`src/rtl/random_access_memory.sv`:
```
// 16 x 8 RAM on the shared bus, with a debounced manual programming path.
// Reads are combinational; run-mode and manual writes are split by manual_mode.
module random_access_memory #(
    parameter int unsigned DEBOUNCE_CYCLES = 4
) (
    input  logic       clk,
    input  logic       rst,
    input  logic [3:0] address,
    input  logic       read_from_bus,
    input  logic       write_to_bus,
    input  logic       manual_mode,
    input  logic [7:0] manual_switches,
    input  logic       manual_write_button,
    input  logic [7:0] bus_in,
    output logic [7:0] bus_out,
    output logic [7:0] contents,
    output logic       manual_write_strobe
);

    typedef enum logic [1:0] {
        ST_IDLE     = 2'd0,
        ST_DEBOUNCE = 2'd1,
        ST_HELD     = 2'd2
    } state_t;

    localparam logic [15:0] CNT_LAST = 16'(DEBOUNCE_CYCLES - 1);

    logic [7:0]  mem_q [16];
    logic [7:0]  mem_d [16];
    logic        sync1_q, sync1_d;
    logic        sync2_q, sync2_d;
    state_t      state_q, state_d;
    logic [15:0] cnt_q, cnt_d;
    logic        strobe_q, strobe_d;

    always_comb begin
        mem_d    = mem_q;
        state_d  = state_q;
        cnt_d    = cnt_q;
        strobe_d = 1'b0;
        sync1_d  = manual_write_button;
        sync2_d  = sync1_q;

        case (state_q)
            ST_IDLE: begin
                if (manual_mode && sync2_q) begin
                    state_d = ST_DEBOUNCE;
                    cnt_d   = '0;
                end
            end
            ST_DEBOUNCE: begin
                if (!sync2_q || !manual_mode) begin
                    state_d = ST_IDLE;
                end else if (cnt_q == CNT_LAST) begin
                    mem_d[address] = manual_switches;
                    strobe_d       = 1'b1;
                    state_d        = ST_HELD;
                end else begin
                    cnt_d = cnt_q + 16'd1;
                end
            end
            ST_HELD: begin
                // One write per press: wait for release even if the mode changes.
                if (!sync2_q) begin
                    state_d = ST_IDLE;
                end
            end
            default: state_d = ST_IDLE;
        endcase

        if (read_from_bus && !manual_mode) begin
            mem_d[address] = bus_in;
        end
    end

    always_ff @(posedge clk) begin
        if (rst) begin
            for (int i = 0; i < 16; i++) begin
                mem_q[i] <= 8'h00;
            end
            sync1_q  <= 1'b0;
            sync2_q  <= 1'b0;
            state_q  <= ST_IDLE;
            cnt_q    <= '0;
            strobe_q <= 1'b0;
        end else begin
            for (int i = 0; i < 16; i++) begin
                mem_q[i] <= mem_d[i];
            end
            sync1_q  <= sync1_d;
            sync2_q  <= sync2_d;
            state_q  <= state_d;
            cnt_q    <= cnt_d;
            strobe_q <= strobe_d;
        end
    end

    assign contents            = mem_q[address];
    assign bus_out             = (write_to_bus && !manual_mode) ? mem_q[address] : 8'h00;
    assign manual_write_strobe = strobe_q;

endmodule
```
`config.mk`:
```
export PLATFORM = sky130hd
export DESIGN_NAME = random_access_memory
export DESIGN_NICKNAME = d
export VERILOG_FILES = /design/src/rtl/random_access_memory.sv
export SDC_FILE = /design/constraint.sdc
export NUM_CORES = 1
export LEC_CHECK = 0
export ABC_CLOCK_PERIOD_IN_PS = 3900
export CAP_MARGIN = 20
export CELL_PAD_IN_SITES_DETAIL_PLACEMENT = 0
export CELL_PAD_IN_SITES_GLOBAL_PLACEMENT = 1
export CORE_AREA = 4 4 145 112
export CTS_BUF_LIST = sky130_fd_sc_hd__clkbuf_2 sky130_fd_sc_hd__clkbuf_4 sky130_fd_sc_hd__clkbuf_8
export DETAILED_ROUTE_END_ITERATION = 12
export DIE_AREA = 0 0 149 116
export HOLD_SLACK_MARGIN = 0.03
export PLACE_DENSITY = 0.94
export REMOVE_ABC_BUFFERS = 1
export SLEW_MARGIN = 20
export SYNTH_ARGS = -nofsm -noshare
export SYNTH_HDL_FRONTEND = slang
export SYNTH_SLANG_ARGS = --single-unit
```
`constraint.sdc`:
```
create_clock -name clk -period 3.9 [get_ports clk]
set_clock_uncertainty 0.05 [all_clocks]
set_input_delay 0.78 -clock clk [delete_from_list [all_inputs] [get_ports clk]]
set_output_delay 0.78 -clock clk [all_outputs]
set_load 0.02 [all_outputs]
```
* After elaboration in Yosys (flattened, before gate mapping) *
Cells that the tools add are included.

cells by class
  mux-type cells = 22
  equality and inequality tests = 8
  add/subtract/negate cells = 1
  order comparisons = 2
  bitwise operators = 2
  reductions and logical operators = 12

operators with widths
  cell                                                                     number
  128-bit two-way mux                                                      4
  128-bit bitwise mux                                                      2
  16-bit two-way mux                                                       3
  8-bit binary-select mux with 4-bit select                                1
  8-bit demux with 4-bit select                                            1
  8-bit two-way mux                                                        4
  16-bit case mux with 2 select lines                                      1
  16-bit by 1-bit adder with 16-bit output (second input constant)         1
  16-bit by 2-bit equality test with 1-bit output (second input constant)  1
  2-bit two-way mux                                                        4
  2-bit inequality test (second input constant)                            4
  2-bit case mux with 3 select lines                                       1
  5-bit greater-or-equal comparator (second input constant)                1
  5-bit by 1-bit < comparator with 1-bit output (second input constant)    1
  4-bit inverter with 5-bit output                                         1
  1-bit logical AND                                                        4
  4-bit AND reduction                                                      1
  3-bit inequality test (second input constant)                            1
  3-bit AND reduction                                                      1
  3-bit OR reduction                                                       1
  2-bit by 1-bit equality test with 1-bit output (second input constant)   1
  2-bit equality test (second input constant)                              1
  1-bit logical NOT                                                        2
  2-bit logical NOT                                                        1
  other kinds (4)                                                          4

word-level totals
  output and inout bits = 17
  bits of input ports = 26
  register bits after elaboration = 149
  logic and storage cells = 68

* Depth between registers and ports, before layout *
Gate-level depths: netlist of the first run.

  depth in word-level cells = 11
  gate-level depth with buffers = 8
  mapped depth without buffers = 5

* Worst setup path after synthesis of the first run *
OpenSTA, ideal clock, no wires.

  path type = input port to output port
  start point = in address[1]
  end point = out bus_out[5]
  data arrival time = 2.253 ns
  stages on the path = 6
  required time = 3.070 ns
  buffers on the path = 3
  path slack = 0.817 ns
  path through = clkbuf_4 -> buf_2 -> buf_2 -> mux4_2 -> mux2i_1 -> a211oi_1

between the ends
  longest elaborated chain between the ends = 5

RTL lines
  what                                                    RTL line  text
  from (decl)                                             8         input logic [3:0] address,
  4-bit inverter with 5-bit output (not written as such)  99        assign bus_out = (write_to_bus && !manual_mode) ? mem_q[address] : 8'h00;
  8-bit binary-select mux with 4-bit select               99
  8-bit two-way mux (not written as such) (2 in a row)    99
  8-bit two-way mux                                       99
  to (decl)                                               15        output logic [7:0] bus_out,

Every way passes these cells. The select of a mux whose other input is x is not followed.

* Final worst setup path of the first run *
  start point = in address[0]
  end point = out contents[1]

between the ends
  longest elaborated chain between the ends = 4

RTL lines
  what                                                    RTL line  text
  4-bit inverter with 5-bit output (not written as such)  98        assign contents = mem_q[address];
  8-bit binary-select mux with 4-bit select               98
  8-bit two-way mux (not written as such) (2 in a row)    98
  to (decl)                                               16        output logic [7:0] contents,

Every way passes these cells. The select of a mux whose other input is x is not followed.

==> results of run 1 <==
[path summary, 6_finish.rpt]
check / from / endpoint / slack, ns
worst max register to register: cnt_q[0] / mem_q[121] / 1.32
worst max-delay path: address[0] / contents[1] / 0.09
worst min-delay path: sync1_q / sync2_q / 0.41
worst min register to register: sync1_q / sync2_q / 0.41
[state kept, by name, summed over array words and instances, names as in the netlist]
register and flops:
sync2_q 1, cnt_q 16, state_q 2, mem_q 128, manual_write_strobe 1, sync1_q 1
[power by group through the flow]
stage | combinational, mW | clock, mW | sequential (mW)
floorplan | 0.133 | 0 | 1.58
global placement | 0.292 | 0 | 1.58
detailed placement | 0.301 | 0 | 1.58
CTS | 0.302 | 1.20 | 1.55
global route | 0.326 | 1.28 | 1.55
finish | 0.309 | 1.21 | 1.55
[repair_timing]
item                                    in CTS  in global routing
resized for setup                            0                  5
hold buffers                                 0                  0
hold endpoints to repair                     0                  0
endpoints found under the setup margin       0                  6
[final cells by class]
type                       count  area [um^2]  area share
clock buffer                  20          263      0.0299
clock inverter                12          130      0.0148
inverter                      39          146      0.0167
multi-input combinational    482         4280       0.488
sequential                   149         2980       0.340
tap                          205          256      0.0292
timing repair buffer          77          721      0.0821
[stage by stage]
stage / util / cell area (um^2) / setup WS (ns) / instances
after global routing: 0.588 / 8780 / 0.00975 / 984
after detailed placement: 0.561 / 8370 / 0.125 / 952
after CTS: 0.587 / 8770 / 0.0942 / 984
after floorplan: - / 7390 / 0.957 / 670
final: 0.588 / 8780 / 0.0902 / 984
after global placement: 0.561 / 8370 / 0.129 / 952
[layer usage]
layer,up-vias,GRT usage
li1,3043,-
met1,3389,0.385
met2,450,0.416
met3,68,0.0672
met4,2,0.115
met5,-,0
[cells in the mapped netlist (15+ instances only)]
library cell,n,area (um^2)
a21oi_1,100,500
buf_2,16,80.1
dfxtp_1,149,2980
clkbuf_1,31,116
o32ai_1,32,280
inv_1,39,146
a221oi_1,15,131
a211oi_1,28,210
o221a_1,80,901
mux4_2,32,721
nand2_1,23,86.3
nor2_1,25,93.8
[kinds of logic after synthesis]
kind of cell	count (synthesis)	synth area share
compound gates	293	0.302
fa+ha+maj	1	0.00159
simple gates	144	0.132
xor+xnor	4	0.00446
mux	40	0.102
buf+inv	116	0.0784
flops	149	0.379
==> key figures, run 1 <==
Status
  • Status: finished, final reports clean

Timing
  • Fin. Hold Viols: 0
  • Highest Clock Rate: approximately 260 MHz
  • Final Cycle Share: 0.977
  • Tightest Pin Transition: about 1.0 ns
  • Min Hold Slack: 0.414 ns
  • Max_slew headroom: 0.336
  • Final setup violation count: 0
  • RSZ-0062 raised after global routing: false
  • Final Max Tran Viols: 0
  • Final setup TNS: 0 ns
  • Final Critical Period: 3.81 ns

GRT
  • First-pass GRT wire length: around 37 mm
  • Pin count of the biggest net entering global routing: between 100 and 150
  • GRT Total Usage: 0.277
  • Number of global-route vias before repair: 6724
  • Initial antenna violation count: 1
  • Global route overflow: 0

Drt
  • Routed length per instance: approximately 24 um
  • DR vias/cell: between 7 and 8
  • Metal2 WL: approximately 11 mm
  • Wire length on met3: between 2 and 3 mm
  • Via count: approximately 7000
  • DRT Pass-1 Iters: 6
  • M1 WL: ~9.7 mm
  • DR top layer: met5
  • Iteration-0 DRC Markers: 813
  • Final antenna-violating net count: 0
  • Final Routed Wirelength: about 24 mm
  • DRC viols: 0

Final layout
  • Commonest non-fill, non-tap cell in the layout: dfxtp_1
  • Diodes inserted: 0
  • Fillers: 1237
  • Area Overhead vs Synth: 11.6%
  • Most frequent cells in the layout: dfxtp_1, a21oi_1, o221a_1
  • Final-stage net count: about 800
  • Layout cell share with drive strength beyond 1: 0.195

Worst setup path
  • Instance count on the critical path: 8
  • Crit path required time: roughly 3.1 ns
  • Critical Path Start Type: primary input
  • CP Cell Sequence: buf_2 -> buf_12 -> mux4_2 -> nor2b_1 -> a211oi_1 -> buf_4 -> a21oi_1 -> clkdlybuf4s50_1
  • CP Data Arrival Time: approximately 3.0 ns
  • Cell depth of the worst flop-to-flop path: 5
  • Delay-heaviest family, CP: buffers and inverters
  • Worst path slowest cell: clkdlybuf4s50_1
  • Max stage delay on crit path: 0.59 ns
  • Worst setup path class: in2out
  • CP Buf/Inv Count: 4
  • Worst setup EP type: output port
  • CP max FO: 16

Power and ir drop
  • Pwr Total: 3.07 mW
  • Net switching power: about 0.80 mW
  • Net Sw Frac: 0.262
  • Worst VDD drop: roughly 240 uV
  • Power density cells: between 300 and 400 nW/um^2
  • Leak pwr: roughly 2.8 nW
  • Clock share of power: 0.394
  • Combinational share of power: 0.101
  • Sequential share of power: 0.505
  • Pint: roughly 2.3 mW

Clock network
  • Post-CTS Setup Bufs: 0
  • CTS sink count: between 100 and 150
  • H-tree depth: 4
  • CTS Buf Count: 17
  • Clock transition at path regs: about 0.090 ns
  • Root buf cell: clkbuf_8
  • Worst-Skew Late Latency: between 0.4 and 0.5 ns
  • CTS max path bufs: 2
  • CTS tree: done

Logic synthesis
  • Post-synth ARST share: 0
  • Mapped Area: around 7900 um^2
  • Register area share after synthesis: 0.379
  • Synth unique cells: 63
  • Synthesis-stage register bit count: approximately 150
  • Post-synth EDFFs: 0
  • Cell count after synthesis: ~750
  • Yosys warnings: 0
  • Predominant post-synthesis flop cell: dfxtp_1
  • Mapped Avg Cell Area: approximately 11 um^2

Place
  • Dpl hpwl: roughly 16 mm
  • RePlAce Congestion: 0.883
  • I/O Buffers: 42

Die
  • Row count: 39
  • Die W: approximately 150 um
  • Initial core utilization: 0.527
  • Io pins: 43
  • Die H: 116 um
  • Core Region: 14900 um^2
  • Die area: about 17000 um^2

Min path
  • Hold Crit Class: reg2reg
  • Hold depth: 1

Flow run
  • Max-cap viol count: 0
No activity file was read; power rests on OpenSTA's default activity.
==> run 2, diff against run 1 <==
--- a/config.mk
+++ b/config.mk
@@ -9,10 +9,10 @@
 export CAP_MARGIN = 20
 export CELL_PAD_IN_SITES_DETAIL_PLACEMENT = 0
 export CELL_PAD_IN_SITES_GLOBAL_PLACEMENT = 1
-export CORE_AREA = 4 4 145 112
+export CORE_AREA = 3 3 144 111
 export CTS_BUF_LIST = sky130_fd_sc_hd__clkbuf_2 sky130_fd_sc_hd__clkbuf_4 sky130_fd_sc_hd__clkbuf_8
 export DETAILED_ROUTE_END_ITERATION = 12
-export DIE_AREA = 0 0 149 116
+export DIE_AREA = 0 0 147 114
 export HOLD_SLACK_MARGIN = 0.03
 export PLACE_DENSITY = 0.94
 export REMOVE_ABC_BUFFERS = 1
==> run 2 against run 1 <==
Worst hold slack worse by 0.0023 ns. Combinational power about the same. Wire length down 2.9%. Sequential share of layout area down 0.32 points. Critical path type unchanged. Highest routed layer is now met4.
==> key figures, run 2 (synthesis results as in run 1) <==
Clock network
  • H-tree depth: 4 (unchanged)
  • CTS Buf Count: 17 (unchanged)
  • Cts hold-fix bufs: 0 (unchanged)
  • CTS sink count: 149 (unchanged)
  • Post-CTS Resized: 0 (unchanged)
  • CTS max path bufs: 2 (unchanged)
  • Clock transition at path regs: 0.09 ns (about the same)
  • Post-CTS Setup Bufs: 0 (unchanged)
  • Root buf cell: clkbuf_8
  • Worst-Skew Late Latency: 0.47 ns (+0.03 ns)
  • CTS tree: done

Place
  • Dpl cells: 949 (-0.32%)
  • Dpl hpwl: 15.4 mm (-0.87%)
  • I/O Buffers: 42 (unchanged)
  • Post-Place Worst Slack: 0.0887 ns (-0.0363 ns)
  • RePlAce Congestion: 0.899 (+1.7%)

Timing
  • Final setup violation count: 0 (unchanged)
  • Fin. Hold Viols: 0 (unchanged)
  • Tightest Pin Transition: 0.972 ns (-0.0248 ns)
  • Final Max Tran Viols: 0 (unchanged)
  • Final setup margin: 0.178 ns (+0.0882 ns)
  • Max_slew headroom: 0.352 (+0.0165)
  • Highest Clock Rate: 269 MHz (+2.4%)
  • Final setup TNS: 0 ns (unchanged)
  • Final Critical Period: 3.72 ns (-0.0882 ns)
  • Final Cycle Share: 0.954 (-0.0226)
  • RSZ-0062 raised after global routing: false

Worst setup path
  • Max stage delay on crit path: 0.69 ns (+0.10 ns)
  • Instance count on the critical path: 7 (-1)
  • R2R Setup Slk: 1.19 ns (-0.13 ns)
  • CP Cell Sequence: clkbuf_4 -> mux4_2 -> nor2b_1 -> a211oi_1 -> buf_4 -> a211oi_1 -> clkdlybuf4s50_1
  • RR Endpoint: mem_q[36]
  • Worst setup EP type: output port
  • Crit path required time: 3.07 ns (about the same)
  • CP Data Arrival Time: 2.89 ns (-0.09 ns)
  • FF-to-FF Start: cnt_q[0]
  • CP max FO: 15 (-1)
  • Worst setup path class: in2out
  • Critical Path Start Type: primary input
  • Worst path slowest cell: clkdlybuf4s50_1
  • CP Buf/Inv Count: 3 (-1)
  • Worst path most repeated cell: a211oi_1
  • Cell depth of the worst flop-to-flop path: 6 (+1)
  • Delay-heaviest family, CP: buffers and inverters

Min path
  • Hold depth: 1 (unchanged)
  • Hold Crit Start: sync1_q
  • Hold Crit Class: reg2reg
  • WHS Endpoint: sync2_q

Drt
  • DR vias/cell: 7.09 (+0.31%)
  • Final antenna-violating net count: 0 (unchanged)
  • Routed length per instance: 23.7 um (-2.6%)
  • Via count: 6952 (unchanged)
  • DRT Pass-1 Iters: 6 (unchanged)
  • Iteration-0 DRC Markers: 913 (+12%)
  • Final Routed Wirelength: 23.3 mm (-2.9%)
  • DRC viols: 0 (unchanged)

Final layout
  • Largest reg by FF count: mem_q
  • Area Overhead vs Synth: 12.7%
  • Top Registers: mem_q (128), cnt_q (16), state_q (2)
  • Final-stage net count: 795 (+0.25%)
  • Layout cell share with drive strength beyond 1: 0.197 (+0.00206)
  • Commonest non-fill, non-tap cell in the layout: dfxtp_1
  • Diodes inserted: 0 (unchanged)
  • Most frequent cells in the layout: dfxtp_1, a21oi_1, o221a_1
  • Max FFs per register: 128 (unchanged)
  • Post-route insts no fill: 981 (-0.30%)

Power and ir drop
  • Pwr Total: 3.29 mW (+7.4%)
  • Leak pwr: 2.82 nW (-0.58%)
  • Power density cells: 371 nW/um^2 (+6.4%)
  • Worst VDD drop: 211 uV (-11%)

Die
  • Die W: 147 um (-1.3%)
  • Row count: 38 (-2.6%)
  • Die H: 114 um (-1.7%)
  • Die area: 16800 um^2 (-3.0%)
  • Core Region: 14500 um^2 (-2.6%)
  • Io pins: 43 (unchanged)
  • Initial core utilization: 0.541 (+0.0139)

GRT
  • Initial antenna violation count: 0 (-1)
  • Number of global-route vias before repair: 6473 (-3.7%)
  • First-pass GRT wire length: 36.5 mm (-2.6%)
  • GRT Total Usage: 0.276 (-0.00102)
  • Pin count of the biggest net entering global routing: 85 (-30%)
  • Global route overflow: 0 (unchanged)

Flow run
  • Max-cap viol count: 0 (unchanged)

Status
  • Status: finished, final reports clean
==> run 2: layout make-up <==
class                           instances  area (um^2)
Clock buffer                           18          241
Clock inverter                         14          233
Fill cell                            1169         5690
Inverter                               39          146
Multi-Input combinational cell        482         4280
Sequential cell                       149         2980
Tap cell                              200          250
Timing Repair Buffer                   79          728
==> run 2: worst max-delay path by stage <==
stage	startpoint	slack [ns]	end
6_report	address[0]	0.18	bus_out[7]
5_1_grt	address[0]	0.07	contents[6]
3_5_place_dp	address[0]	0.09	bus_out[6]
3_3_place_gp	address[0]	0.11	contents[7]
4_1_cts	address[0]	0.08	bus_out[6]
2_1_floorplan	cnt_q[12]	0.96	mem_q[54]
==> run 2: per-stage QoR <==
step	instance area, um^2	util	hold WS [ns]
after CTS	8860	0.609	0.415
after global placement	8380	0.576	0.376
final	8860	0.609	0.412
after floorplan	7390	-	0.364
after detailed placement	8380	0.576	0.399
after global routing	8860	0.609	0.434
==> run 2: layer usage <==
layer | vias to the layer above | global-route usage | wire length, um
li1 | 3035 | - | -
met1 | 3450 | 0.392 | 10100
met2 | 415 | 0.409 | 10100
met3 | 52 | 0.0751 | 2460
met4 | 0 | 0.0931 | 617
met5 | - | 0 | 0
==> run 2: report_power, final <==
group / internal [mW] / total, mW / switching (mW)
Sequential: 1.54 / 1.55 / 0.0108
Clock: 0.829 / 1.43 / 0.605
Combinational: 0.128 / 0.310 / 0.183
Total: 2.49 / 3.29 / 0.798
==> run 3, diff against run 2 <==
--- a/config.mk
+++ b/config.mk
@@ -5,7 +5,7 @@
 export SDC_FILE = /design/constraint.sdc
 export NUM_CORES = 1
 export LEC_CHECK = 0
-export ABC_CLOCK_PERIOD_IN_PS = 3900
+export ABC_CLOCK_PERIOD_IN_PS = 4700
 export CAP_MARGIN = 20
 export CELL_PAD_IN_SITES_DETAIL_PLACEMENT = 0
 export CELL_PAD_IN_SITES_GLOBAL_PLACEMENT = 1
==> constraint.sdc (replaced) <==
create_clock -name clk -period 4.7 [get_ports clk]
set_clock_uncertainty 0.05 [all_clocks]
set_input_delay 0.94 -clock clk [delete_from_list [all_inputs] [get_ports clk]]
set_output_delay 0.94 -clock clk [all_outputs]
set_load 0.02 [all_outputs]
==> run 3 against run 2 <==
Critical path depth did not move. Combinational power fell by 19%. Sequential cell count did not move. Die area did not move. Sequential power fell by 17%. Utilization fell by 1.0 points. Wire length rose by 2.3%. Final cell count fell by 0.82%. Via count fell by 0.92%. Sequential share of layout area rose by 0.58 points. Worst hold slack got worse by 0.012 ns.
==> key figures, run 3 (synthesis results as in run 1) <==
Status
  • Status: finished, final reports clean

Worst setup path
  • Critical Path Start Type: primary input
  • Max stage delay on crit path: 0.61 ns (-0.08 ns)
  • Cell depth of the worst flop-to-flop path: 6 (unchanged)
  • Worst setup path class: in2out
  • R2R Setup Slk: 2.09 ns (+0.90 ns)
  • CP Buf/Inv Count: 3 (unchanged)
  • CP Cell Sequence: buf_2 -> buf_4 -> mux4_2 -> nor2b_1 -> a211oi_1 -> a211oi_1 -> clkdlybuf4s50_1
  • RR Endpoint: mem_q[108]
  • Crit path required time: 3.71 ns (+0.64 ns)
  • CP max FO: 19 (+4)
  • Worst path most repeated cell: a211oi_1
  • Worst path slowest cell: clkdlybuf4s50_1
  • CP Data Arrival Time: 3.37 ns (+0.48 ns)
  • Delay-heaviest family, CP: buffers and inverters
  • FF-to-FF Start: cnt_q[0]
  • Worst setup EP type: output port
  • CP startpoint: address[0]

Power and ir drop
  • Worst VDD drop: 184 uV (-13%)
  • Power density cells: 297 nW/um^2 (-20%)
  • Leak pwr: 2.74 nW (-2.8%)
  • Pwr Total: 2.58 mW (-21%)

Timing
  • Final setup TNS: 0 ns (unchanged)
  • Fin. Hold Viols: 0 (unchanged)
  • Tightest Pin Transition: 1.05 ns (+0.0744 ns)
  • Highest Clock Rate: ~230 MHz
  • Final Critical Period: ~4.4 ns
  • Final setup violation count: 0 (unchanged)
  • Max_slew headroom: 0.301 (-0.0514)
  • Final Cycle Share: 0.928
  • Final setup margin: 0.341 ns (+0.162 ns)
  • RSZ-0062 raised after global routing: false
  • Min Hold Slack: 0.400 ns (-0.0116 ns)
  • Final Max Tran Viols: 0 (unchanged)

GRT
  • GRT Total Usage: 0.283 (+0.00710)
  • Pin count of the biggest net entering global routing: 107 (+26%)
  • First-pass GRT wire length: 37.0 mm (+1.5%)
  • Initial antenna violation count: 0 (unchanged)
  • Number of global-route vias before repair: 6456 (-0.26%)
  • Global route overflow: 0 (unchanged)

Drt
  • DR vias/cell: 7.08 (-0.11%)
  • Iteration-0 DRC Markers: 1009 (+11%)
  • DRT Pass-1 Iters: 5 (-1)
  • Via count: 6888 (-0.92%)
  • DRC viols: 0 (unchanged)
  • Routed length per instance: 24.5 um (+3.1%)
  • Final Routed Wirelength: 23.8 mm (+2.3%)
  • Final antenna-violating net count: 0 (unchanged)

Clock network
  • H-tree depth: 4 (unchanged)
  • Worst-Skew Late Latency: 0.47 ns (about the same)
  • Cts hold-fix bufs: 0 (unchanged)
  • CTS max path bufs: 2 (unchanged)
  • CTS Buf Count: 17 (unchanged)
  • Clock transition at path regs: 0.09 ns (about the same)
  • Root buf cell: clkbuf_8
  • Post-CTS Resized: 0 (unchanged)
  • CTS tree: done
  • Post-CTS Setup Bufs: 0 (unchanged)
  • CTS sink count: 149 (unchanged)

Die
  • Die area: 16800 um^2 (unchanged)
  • Die W: 147 um (unchanged)
  • Die H: 114 um (unchanged)
  • Core Region: 14500 um^2 (unchanged)
  • Row count: 38 (unchanged)
  • Initial core utilization: 0.541 (unchanged)
  • Io pins: 43 (unchanged)

Place
  • Dpl hpwl: 15.7 mm (+1.6%)
  • RePlAce Congestion: 0.921 (+2.5%)
  • Post-Place Worst Slack: 0.388 ns (+0.299 ns)
  • Dpl cells: 941 (-0.84%)
  • I/O Buffers: 42 (unchanged)
  • Area of placed instances: 8300 um^2 (-0.99%)

Min path
  • WHS Endpoint: sync2_q
  • Hold Crit Class: reg2reg
  • Hold Crit Start: sync1_q
  • Hold depth: 1 (unchanged)

Final layout
  • Final non-filler cell area: 8710 um^2 (-1.7%)
  • Commonest non-fill, non-tap cell in the layout: dfxtp_1
  • Layout cell share with drive strength beyond 1: 0.189 (-0.00831)
  • Core Util, Final: 0.599 (-0.0104)
  • Area Overhead vs Synth: 10.8%
  • Most frequent cells in the layout: dfxtp_1, a21oi_1, o221a_1
  • Max FFs per register: 128 (unchanged)
  • Post-route insts no fill: 973 (-0.82%)
  • Top Registers: mem_q (128), cnt_q (16), state_q (2)
  • Final-stage net count: 787 (-1.0%)
  • Largest reg by FF count: mem_q
  • Fillers: 1186 (+1.5%)
  • Diodes inserted: 0 (unchanged)

Flow run
  • Max-cap viol count: 0 (unchanged)
[run 3: how the worst max path moves through the flow]
stage	depth (start not counted)	end	slack, ns
5_1_grt	7	bus_out[6]	0.18
6_report	7	bus_out[6]	0.34
3_3_place_gp	6	bus_out[5]	0.40
4_1_cts	6	bus_out[0]	0.37
2_1_floorplan	4	mem_q[50]	1.65
3_5_place_dp	7	bus_out[6]	0.39
[run 3: report_power, final]
group	internal [mW]	switching [mW]
Combinational	0.0996	0.151
Clock	0.565	0.485
Sequential	1.28	0.00913
Total	1.94	0.644
[run 3: final cells by class]
cell class	count	area, um^2	share of cell area
clock inverters	9	128	0.0146
repair buffers	71	641	0.0735
multi-input cells	482	4280	0.491
well taps	200	250	0.0287
inverters	39	146	0.0168
flip-flops and latches	149	2980	0.342
clock buffers	23	285	0.0327
[run 3: per-layer routing]
metal	GRT usage	routed length (um)	part of all wire	vias up
li1	-	-	-	3023
met4	0.113	699	0.029	0
met3	0.0786	2520	0.11	66
met1	0.395	10100	0.43	3375
met2	0.418	10500	0.44	424
met5	0	0	0	-
[run 3: worst register-to-register path: stages (launching register included)]
cell and delay (ns):
dfxtp_1 0.40, ha_1 0.30, nor4b_4 0.40, and4_1 0.37
buf_4 0.44, a22o_2 0.37, o221a_1 0.23
